==> src/rtl/bp_resolve_update_if.sv <==
// Training-write channel from the resolve stage to the predictor table write port.
// Valid/ready handshake; the master holds the payload stable while stalled.
interface bp_resolve_update_if #(
    parameter int unsigned IDX_BITS = 14
);
    logic                upd_valid;
    logic                upd_ready;
    logic [IDX_BITS-1:0] upd_idx;
    logic                upd_taken;
    logic                upd_mispred;

    modport master (
        output upd_valid,
        output upd_idx,
        output upd_taken,
        output upd_mispred,
        input  upd_ready
    );

    modport slave (
        input  upd_valid,
        input  upd_idx,
        input  upd_taken,
        input  upd_mispred,
        output upd_ready
    );
endinterface

==> src/rtl/bp_resolve_update.sv <==
// Execute-side branch resolution: misprediction redirect, GHR repair, and a small
// FIFO of training writes drained to the predictor table, plus resolution counters.
module bp_resolve_update #(
    parameter int unsigned WIDTH    = 32,
    parameter int unsigned IDX_BITS = 14,
    parameter int unsigned GHR_BITS = 8,
    parameter int unsigned DEPTH    = 4
) (
    input  logic                clk,
    input  logic                rst,
    input  logic                ex_branch_valid,
    input  logic                ex_kill,
    input  logic [WIDTH-1:0]    ex_pc,
    input  logic                ex_taken,
    input  logic                ex_pred,
    input  logic [WIDTH-1:0]    ex_target,
    input  logic [WIDTH-1:0]    ex_fallthrough,
    output logic                mispredict,
    output logic [WIDTH-1:0]    redirect_pc,
    output logic                ghr_repair_valid,
    output logic [GHR_BITS-1:0] ghr_repair,
    bp_resolve_update_if.master upd,
    output logic                upd_drop,
    output logic [31:0]         branch_count,
    output logic [31:0]         mispred_count
);
    localparam int unsigned PtrW = $clog2(DEPTH);
    localparam int unsigned CntW = PtrW + 1;
    localparam int unsigned EntW = IDX_BITS + 2;

    logic                res;
    logic                full;
    logic                push;
    logic                pop;
    logic [EntW-1:0]     mem_q [DEPTH];
    logic [PtrW-1:0]     rd_ptr_q, rd_ptr_d;
    logic [PtrW-1:0]     wr_ptr_q, wr_ptr_d;
    logic [CntW-1:0]     count_q, count_d;
    logic [GHR_BITS-1:0] ghr_q, ghr_d;
    logic                drop_q, drop_d;
    logic [31:0]         br_cnt_q, br_cnt_d;
    logic [31:0]         mp_cnt_q, mp_cnt_d;
    logic                unused_pc_hi;

    assign unused_pc_hi = ^ex_pc[WIDTH-1:IDX_BITS];

    assign res              = ex_branch_valid & ~ex_kill;
    assign mispredict       = res & (ex_taken ^ ex_pred);
    assign redirect_pc      = res ? (ex_taken ? ex_target : ex_fallthrough) : '0;
    assign ghr_repair       = {ghr_q[GHR_BITS-2:0], ex_taken};
    assign ghr_repair_valid = mispredict;

    assign upd.upd_valid = (count_q != '0);
    assign {upd.upd_idx, upd.upd_taken, upd.upd_mispred} = mem_q[rd_ptr_q];
    assign upd_drop      = drop_q;
    assign branch_count  = br_cnt_q;
    assign mispred_count = mp_cnt_q;

    // A pop in the same cycle frees the slot, so a full queue can still accept a push.
    assign full = (count_q == CntW'(DEPTH));
    assign pop  = upd.upd_valid & upd.upd_ready;
    assign push = res & (~full | pop);

    always_comb begin
        rd_ptr_d = rd_ptr_q;
        wr_ptr_d = wr_ptr_q;
        count_d  = count_q;
        ghr_d    = ghr_q;
        br_cnt_d = br_cnt_q;
        mp_cnt_d = mp_cnt_q;
        drop_d   = res & full & ~pop;

        if (pop) begin
            rd_ptr_d = rd_ptr_q + PtrW'(1);
        end
        if (push) begin
            wr_ptr_d = wr_ptr_q + PtrW'(1);
        end
        unique case ({push, pop})
            2'b10:   count_d = count_q + CntW'(1);
            2'b01:   count_d = count_q - CntW'(1);
            default: count_d = count_q;
        endcase

        if (res) begin
            ghr_d = ghr_repair;
            if (br_cnt_q != '1) begin
                br_cnt_d = br_cnt_q + 32'd1;
            end
        end
        if (mispredict && (mp_cnt_q != '1)) begin
            mp_cnt_d = mp_cnt_q + 32'd1;
        end
    end

    always_ff @(posedge clk) begin
        if (rst) begin
            rd_ptr_q <= '0;
            wr_ptr_q <= '0;
            count_q  <= '0;
            ghr_q    <= '0;
            drop_q   <= 1'b0;
            br_cnt_q <= '0;
            mp_cnt_q <= '0;
        end else begin
            rd_ptr_q <= rd_ptr_d;
            wr_ptr_q <= wr_ptr_d;
            count_q  <= count_d;
            ghr_q    <= ghr_d;
            drop_q   <= drop_d;
            br_cnt_q <= br_cnt_d;
            mp_cnt_q <= mp_cnt_d;
        end
    end

    // Storage is not reset; only the pointers and count define what is live.
    always_ff @(posedge clk) begin
        if (push && !rst) begin
            mem_q[wr_ptr_q] <= {ex_pc[IDX_BITS-1:0], ex_taken, mispredict};
        end
    end
endmodule

==> src/flat_wrapper.sv <==
// flat-port wrapper written by rule: the top's interface ports become plain ports
module bp_resolve_update_flat 
#(
    parameter int unsigned WIDTH    = 32,
    parameter int unsigned IDX_BITS = 14,
    parameter int unsigned GHR_BITS = 8,
    parameter int unsigned DEPTH    = 4
)
  (clk, rst, ex_branch_valid, ex_kill, ex_pc, ex_taken, ex_pred, ex_target, ex_fallthrough, mispredict, redirect_pc, ghr_repair_valid, ghr_repair, upd_drop, branch_count, mispred_count, upd_upd_valid, upd_upd_idx, upd_upd_taken, upd_upd_mispred, upd_upd_ready);
  bp_resolve_update_if #(.IDX_BITS(IDX_BITS)) upd_i ();
  input  logic clk;
  input  logic rst;
  input  logic ex_branch_valid;
  input  logic ex_kill;
  input  logic [WIDTH-1:0] ex_pc;
  input  logic ex_taken;
  input  logic ex_pred;
  input  logic [WIDTH-1:0] ex_target;
  input  logic [WIDTH-1:0] ex_fallthrough;
  output logic mispredict;
  output logic [WIDTH-1:0] redirect_pc;
  output logic ghr_repair_valid;
  output logic [GHR_BITS-1:0] ghr_repair;
  output logic upd_drop;
  output logic [31:0] branch_count;
  output logic [31:0] mispred_count;
  output wire logic [$bits(upd_i.upd_valid)-1:0] upd_upd_valid;
  output wire logic [$bits(upd_i.upd_idx)-1:0] upd_upd_idx;
  output wire logic [$bits(upd_i.upd_taken)-1:0] upd_upd_taken;
  output wire logic [$bits(upd_i.upd_mispred)-1:0] upd_upd_mispred;
  input wire logic [$bits(upd_i.upd_ready)-1:0] upd_upd_ready;
  assign upd_upd_valid = upd_i.upd_valid;
  assign upd_upd_idx = upd_i.upd_idx;
  assign upd_upd_taken = upd_i.upd_taken;
  assign upd_upd_mispred = upd_i.upd_mispred;
  assign upd_i.upd_ready = upd_upd_ready;
  bp_resolve_update #(.WIDTH(WIDTH), .IDX_BITS(IDX_BITS), .GHR_BITS(GHR_BITS), .DEPTH(DEPTH)) u_core (.clk(clk), .rst(rst), .ex_branch_valid(ex_branch_valid), .ex_kill(ex_kill), .ex_pc(ex_pc), .ex_taken(ex_taken), .ex_pred(ex_pred), .ex_target(ex_target), .ex_fallthrough(ex_fallthrough), .mispredict(mispredict), .redirect_pc(redirect_pc), .ghr_repair_valid(ghr_repair_valid), .ghr_repair(ghr_repair), .upd(upd_i), .upd_drop(upd_drop), .branch_count(branch_count), .mispred_count(mispred_count));
endmodule
==> config.mk <==
export PLATFORM = sky130hd
export DESIGN_NAME = bp_resolve_update_flat
export DESIGN_NICKNAME = d
export VERILOG_FILES = /design/src/rtl/bp_resolve_update_if.sv /design/src/rtl/bp_resolve_update.sv /design/src/flat_wrapper.sv
export SDC_FILE = /design/constraint.sdc
export NUM_CORES = 1
export LEC_CHECK = 0
export ABC_AREA = 1
export BUFFER_PORTS_ARGS = -buffer_cell sky130_fd_sc_hd__buf_2
export CAP_MARGIN = 10
export CORE_MARGIN = 4
export CORE_UTILIZATION = 57
export CTS_BUF_LIST = sky130_fd_sc_hd__clkbuf_16
export DETAILED_ROUTE_END_ITERATION = 10
export GPL_TIMING_DRIVEN = 0
export PLACE_DENSITY_LB_ADDON = 0.2
export SYNTH_ARGS = -nofsm -noshare
export SYNTH_HDL_FRONTEND = slang
export SYNTH_SLANG_ARGS = --single-unit
==> constraint.sdc <==
create_clock -name clk -period 4.18 [get_ports clk]
set_clock_uncertainty 0.05 [all_clocks]
set_input_delay 0.627 -clock clk [delete_from_list [all_inputs] [get_ports clk]]
set_output_delay 0.627 -clock clk [all_outputs]
set_load 0.1 [all_outputs]
Yosys cells after proc, flatten, opt, wreduce, memory -nomap -nowiden
Memory sizes are Yosys's and may differ from the RTL's. A register that Yosys moved wholly into a read port is not among the register bits.
Index checks and enable logic that the tools add are counted.
{"block": "word_totals", "regBits": 79, "ramBits": 64, "input_bits": 103, "output_inout_bits": 124, "elab_cells": 43, "n_memories": 1}
{"name": "u_core.mem_q", "depth": 4, "width": 16, "read_ports": 1, "rd_ports_with_merged_regs": 1, "write_ports": 1, "line": "bp_resolve_update.sv:35", "rtl": "logic [EntW-1:0] mem_q [DEPTH];"}
{"block": "op_classes", "n_addsub": 6, "n_eq_ne": 5, "n_mux": 7, "bitwise_logic": 11, "reduce_logical": 6}
{"cell": "adder 32 x 1 -> 32 bit (second input constant)", "n": 2}
{"cell": "two-way mux 32 bit", "n": 2}
{"cell": "inequality test 32 bit (second input constant)", "n": 2}
{"cell": "AND 1 bit", "n": 6}
{"cell": "one-hot mux 3 bit (2 select lines)", "n": 1}
{"cell": "adder 2 x 1 -> 2 bit (second input constant)", "n": 2}
{"cell": "two-way mux 2 bit", "n": 2}
{"cell": "adder 3 x 1 -> 3 bit (second input constant)", "n": 1}
{"cell": "equality test 3 bit (second input constant)", "n": 1}
{"cell": "NOT 1 bit", "n": 3}
{"cell": "nonzero test 3 bit", "n": 1}
{"cell": "subtractor 3 x 1 -> 3 bit (second input constant)", "n": 1}
{"cell": "equality test 2 x 1 -> 1 bit (second input constant)", "n": 1}
{"cell": "equality test 2 bit (second input constant)", "n": 1}
{"cell": "logical AND 1 bit", "n": 2}
{"cell": "two-way mux 1 bit", "n": 2}
{"cell": "AND reduction 2 bit", "n": 1}
{"cell": "nonzero test 2 bit", "n": 1}
{"cell": "logical NOT 1 bit", "n": 1}
{"cell": "OR 1 bit", "n": 1}
{"cell": "bitwise XOR 1 bit", "n": 1}

Logic depth before layout (Yosys ltp)
{"block": "logic_depth", "ltp_word": 7, "ltp_mapped": 11, "ltp_nobuf": 11}

Least setup slack after synthesis
OpenSTA, ideal clock, no wires.
{"block": "synth_path", "kind": "input -> output", "startpoint": "input ex_branch_valid", "endpoint": "output redirect_pc[21]", "t_arrival_ns": 2.851, "t_required_ns": 3.503, "slack_ns": 0.652, "cell_stages": 6, "n_path_buf": 2, "cell_sequence": "inv_1 -> nor2_4 -> inv_1 -> clkbuf_1 -> buf_1 -> a21oi_1"}
{"block": "synth_between", "elab_chain_cells": 2}
{"element": "from (decl)", "line": "flat_wrapper.sv:13", "rtl": "input logic ex_branch_valid;"}
{"element": "AND 1 bit", "line": "bp_resolve_update.sv:47", "rtl": "assign res = ex_branch_valid & ~ex_kill;"}
{"element": "two-way mux 32 bit", "line": "bp_resolve_update.sv:49", "rtl": "assign redirect_pc = res ? (ex_taken ? ex_target : ex_fallthrough) : '0;"}
{"element": "to (decl)", "line": "flat_wrapper.sv:21", "rtl": "output logic [WIDTH-1:0] redirect_pc;"}
Every way passes these cells.

Final worst setup path
{"block": "layout_path", "startpoint": "input ex_kill", "endpoint": "output redirect_pc[30]"}
{"block": "layout_between", "elab_chain_cells": 3}
{"element": "from (decl)", "line": "flat_wrapper.sv:14", "rtl": "input logic ex_kill;"}
{"element": "NOT 1 bit", "line": "bp_resolve_update.sv:47"}
{"element": "AND 1 bit", "line": "bp_resolve_update.sv:47"}
{"element": "two-way mux 32 bit", "line": "bp_resolve_update.sv:49"}
Every way passes these cells.

==> results by group <==
Status
  – Status: finished clean

Floorplanning
  – Total Die Area: 15630 µm²
  – Die Height: around 130 µm
  – Initial Utilization: 0.5846
  – Site Rows: 42
  – Core area: 13350 µm²
  – Width of the die: around 130 µm
  – I/O Pins: 227

Place
  – Post-DP HPWL: 15.62 mm
  – Pre-CTS setup slack: 1192 ps
  – Port buffer count: 207
  – RePlAce Congestion: between 0.9 and 1

Clocking
  – Clock sink count: 145
  – Setup bufs post-CTS: 0
  – Resized Gates After CTS: 0
  – CTS tree: yes
  – Clock Latency Late Sink: about 430 ps
  – H-tree depth: 4
  – Total CTS buffers: 17
  – Worst-path clk slew: about 60 ps
  – Root Buffer: clkbuf_16
  – Clk buf depth: 2
  – Hold-fix buffers, CTS: 0

Worst hold path
  – Worst hold start: ex_pc[4]
  – Hold Path Depth: 1
  – Worst hold path endpoint: u_core.mem_q[1][6]
  – Hold Crit Class: input port to flip-flop

GRT
  – First-pass GRT wire length: 34.64 mm
  – GRT Resource Usage Total: 0.2685
  – Largest net degree at the start of global routing: 17
  – Vias in the first global route: about 7300
  – Grt total ovfl: 0
  – Antenna violations before repair: 0

STA
  – Final worst setup slack: 1186 ps
  – Final setup violation count: 0
  – Unrepaired setup endpoints after global routing: false
  – Crit share post-route: 0.7162
  – Hold Vio Cnt, Final: 0
  – Fmax: 334.1 MHz
  – Max_slew headroom: 0.3513
  – Max Slew Vio Count: 0
  – Worst-margin pin slew: approximately 970 ps
  – Setup TNS: 0 ps
  – Final min period: 2994 ps

Worst setup path
  – CP peak stage delay: about 450 ps
  – Worst R2R Setup Slack: 1910 ps
  – Reg2reg path depth: 7
  – Crit path max fanout: 10
  – Worst R2R Start: u_core.count_q[0]
  – WP buf/inv: 5
  – Startpoint types: input port
  – CP top delay family: buffers and inverters
  – Crit path DAT: approximately 2300 ps
  – CP dominant cell by count: buf_2
  – Crit path depth: 7
  – Crit. End Element: output pin
  – CP Class: input port to output pin
  – RR Endpoint: u_core.mem_q[1][0]
  – Req. time, crit path: 3500 ps
  – Slowest stage cell, crit path: buf_2
  – Critical path, cell by cell: buf_2 > nor2_4 > inv_1 > clkbuf_1 > buf_1 > a21oi_1 > buf_2

Yosys
  – EDFF count, synth: 64
  – YS warnings: 0
  – Main synth FF type: dfxtp_1
  – Post-synthesis sequential area ratio: 0.4541
  – Synth Net Count: 1166
  – Mapped Area: about 8000 µm²
  – Syn Area/Cell: 7.389 µm²
  – #FFs+latches synth: between 100 and 150
  – Cells after Synth: 1056
  – FFs w/ async S/R, synth: 0
  – Distinct cells, synth: 30

Final layout
  – # diodes: 0
  – Layout area overhead: 23.94%
  – Share of layout cells above drive strength 1: 0.2400
  – Fin nets: about 1400
  – Final Util: 0.7245

Routing
  – Via count: 7720
  – Remaining antenna violation count after routing: 0
  – Final WL: between 20 and 25 mm
  – Wirelength per Cell: 14.27 µm
  – DRC: 0
  – Vias/cell: 5.245
  – TritonRoute pass-1 iters: 6
  – Initial DRC Count: about 700

Pwr
  – Total power: 4085 µW
  – Leakage: 0.004026 µW
  – Worst VDD drop: 0.2765 mV
  – PD cells: around 420 nW/µm²

Job
  – Max Cap Violations: 0
-- flip-flops by register name, summed over array words and instances (netlist names), named ones only --
register	count
u_core.ghr_q	7
u_core.mispred_count	32
u_core.branch_count	32
u_core.mem_q	64
u_core.upd_drop	1
u_core.rd_ptr_q	2
u_core.wr_ptr_q	2
u_core.count_q	3
-- Yosys cell counts (19+ instances only) --
cell | count | area share
edfxtp_1 | 64 | 0.25
nand3_1 | 35 | 0.022
a21oi_2 | 20 | 0.022
nand2_1 | 343 | 0.17
dfxtp_1 | 81 | 0.21
a21oi_1 | 66 | 0.042
clkbuf_1 | 27 | 0.013
xor2_1 | 19 | 0.021
inv_1 | 71 | 0.034
o21ai_0 | 52 | 0.033
nor2_1 | 177 | 0.085
-- power breakdown --
part           internal, µW  total, µW  switching [µW]
Combinational           176       1010             833
Sequential             1520       1540            26.1
Clock                   897       1530             637
-- kinds of logic after synthesis --
kind of cell             synth area share
XOR/XNOR                          0.03255
AND/OR/NAND/NOR                    0.3238
flip-flops                         0.4541
buffers and inverters             0.06639
AO/OA/AOI/OAI                      0.1110
adder cells (fa/ha/maj)           0.01219
-- through the flow --
step / cell area, µm² / hold WS (ps) / instances
floorplan: 7802 / 386.3 / 1056
global placement: 9059 / 403.1 / 1439
detailed placement: 9074 / 411.9 / 1440
CTS: 9671 / 343.0 / 1472
global route: 9671 / 349.9 / 1472
finish: 9671 / 357.4 / 1472
-- area by class of cell --
class,instances,area [µm²]
plain buffers,42,244.0
fillers,1135,3677
flip-flops and latches,145,3543
well taps,176,220.2
clock buffers,17,425.4
inverters,73,274.0
repair buffers,208,1044
multi-input cells,796,3749
clock inverters,15,171.4
-- how the worst max path moves through the flow --
stage | startpoint | end
floorplan | ex_branch_valid | redirect_pc[21]
global placement | rst | u_core.mem_q[3][8]
detailed placement | ex_kill | redirect_pc[30]
CTS | ex_kill | redirect_pc[30]
global route | flip-flop | upd_upd_idx[12]
finish | ex_kill | redirect_pc[30]
-- cells in the final DEF (no fill, tap or decap), types with 4 or more instances in the layout --
master | synthesis | layout
nand2_1 | 343 | 343
buf_2 | 6 | 213
nor2_1 | 177 | 174
dfxtp_1 | 81 | 81
inv_1 | 71 | 71
a21oi_1 | 66 | 66
edfxtp_1 | 64 | 64
o21ai_0 | 52 | 52
nand3_1 | 35 | 35
clkbuf_1 | 27 | 27
a21oi_2 | 20 | 20
xor2_1 | 19 | 19
clkbuf_16 | 0 | 17
o22ai_1 | 16 | 16
nand2_2 | 16 | 16
nand4_1 | 13 | 13
xnor2_1 | 10 | 10
nor2_2 | 5 | 8
nor2_4 | 7 | 7
ha_1 | 6 | 6
nand2_4 | 4 | 4
clkinv_4 | 0 | 4
inv_6 | 0 | 4
-- routing by layer --
layer,up-vias,GRT usage,share of wire
li1,3862,-,-
met1,3482,0.3383,0.41
met2,324,0.4470,0.49
met3,52,0.06439,0.079
met4,0,0.1071,0.027
met5,-,0,0
(Power assumes the default switching activity.)
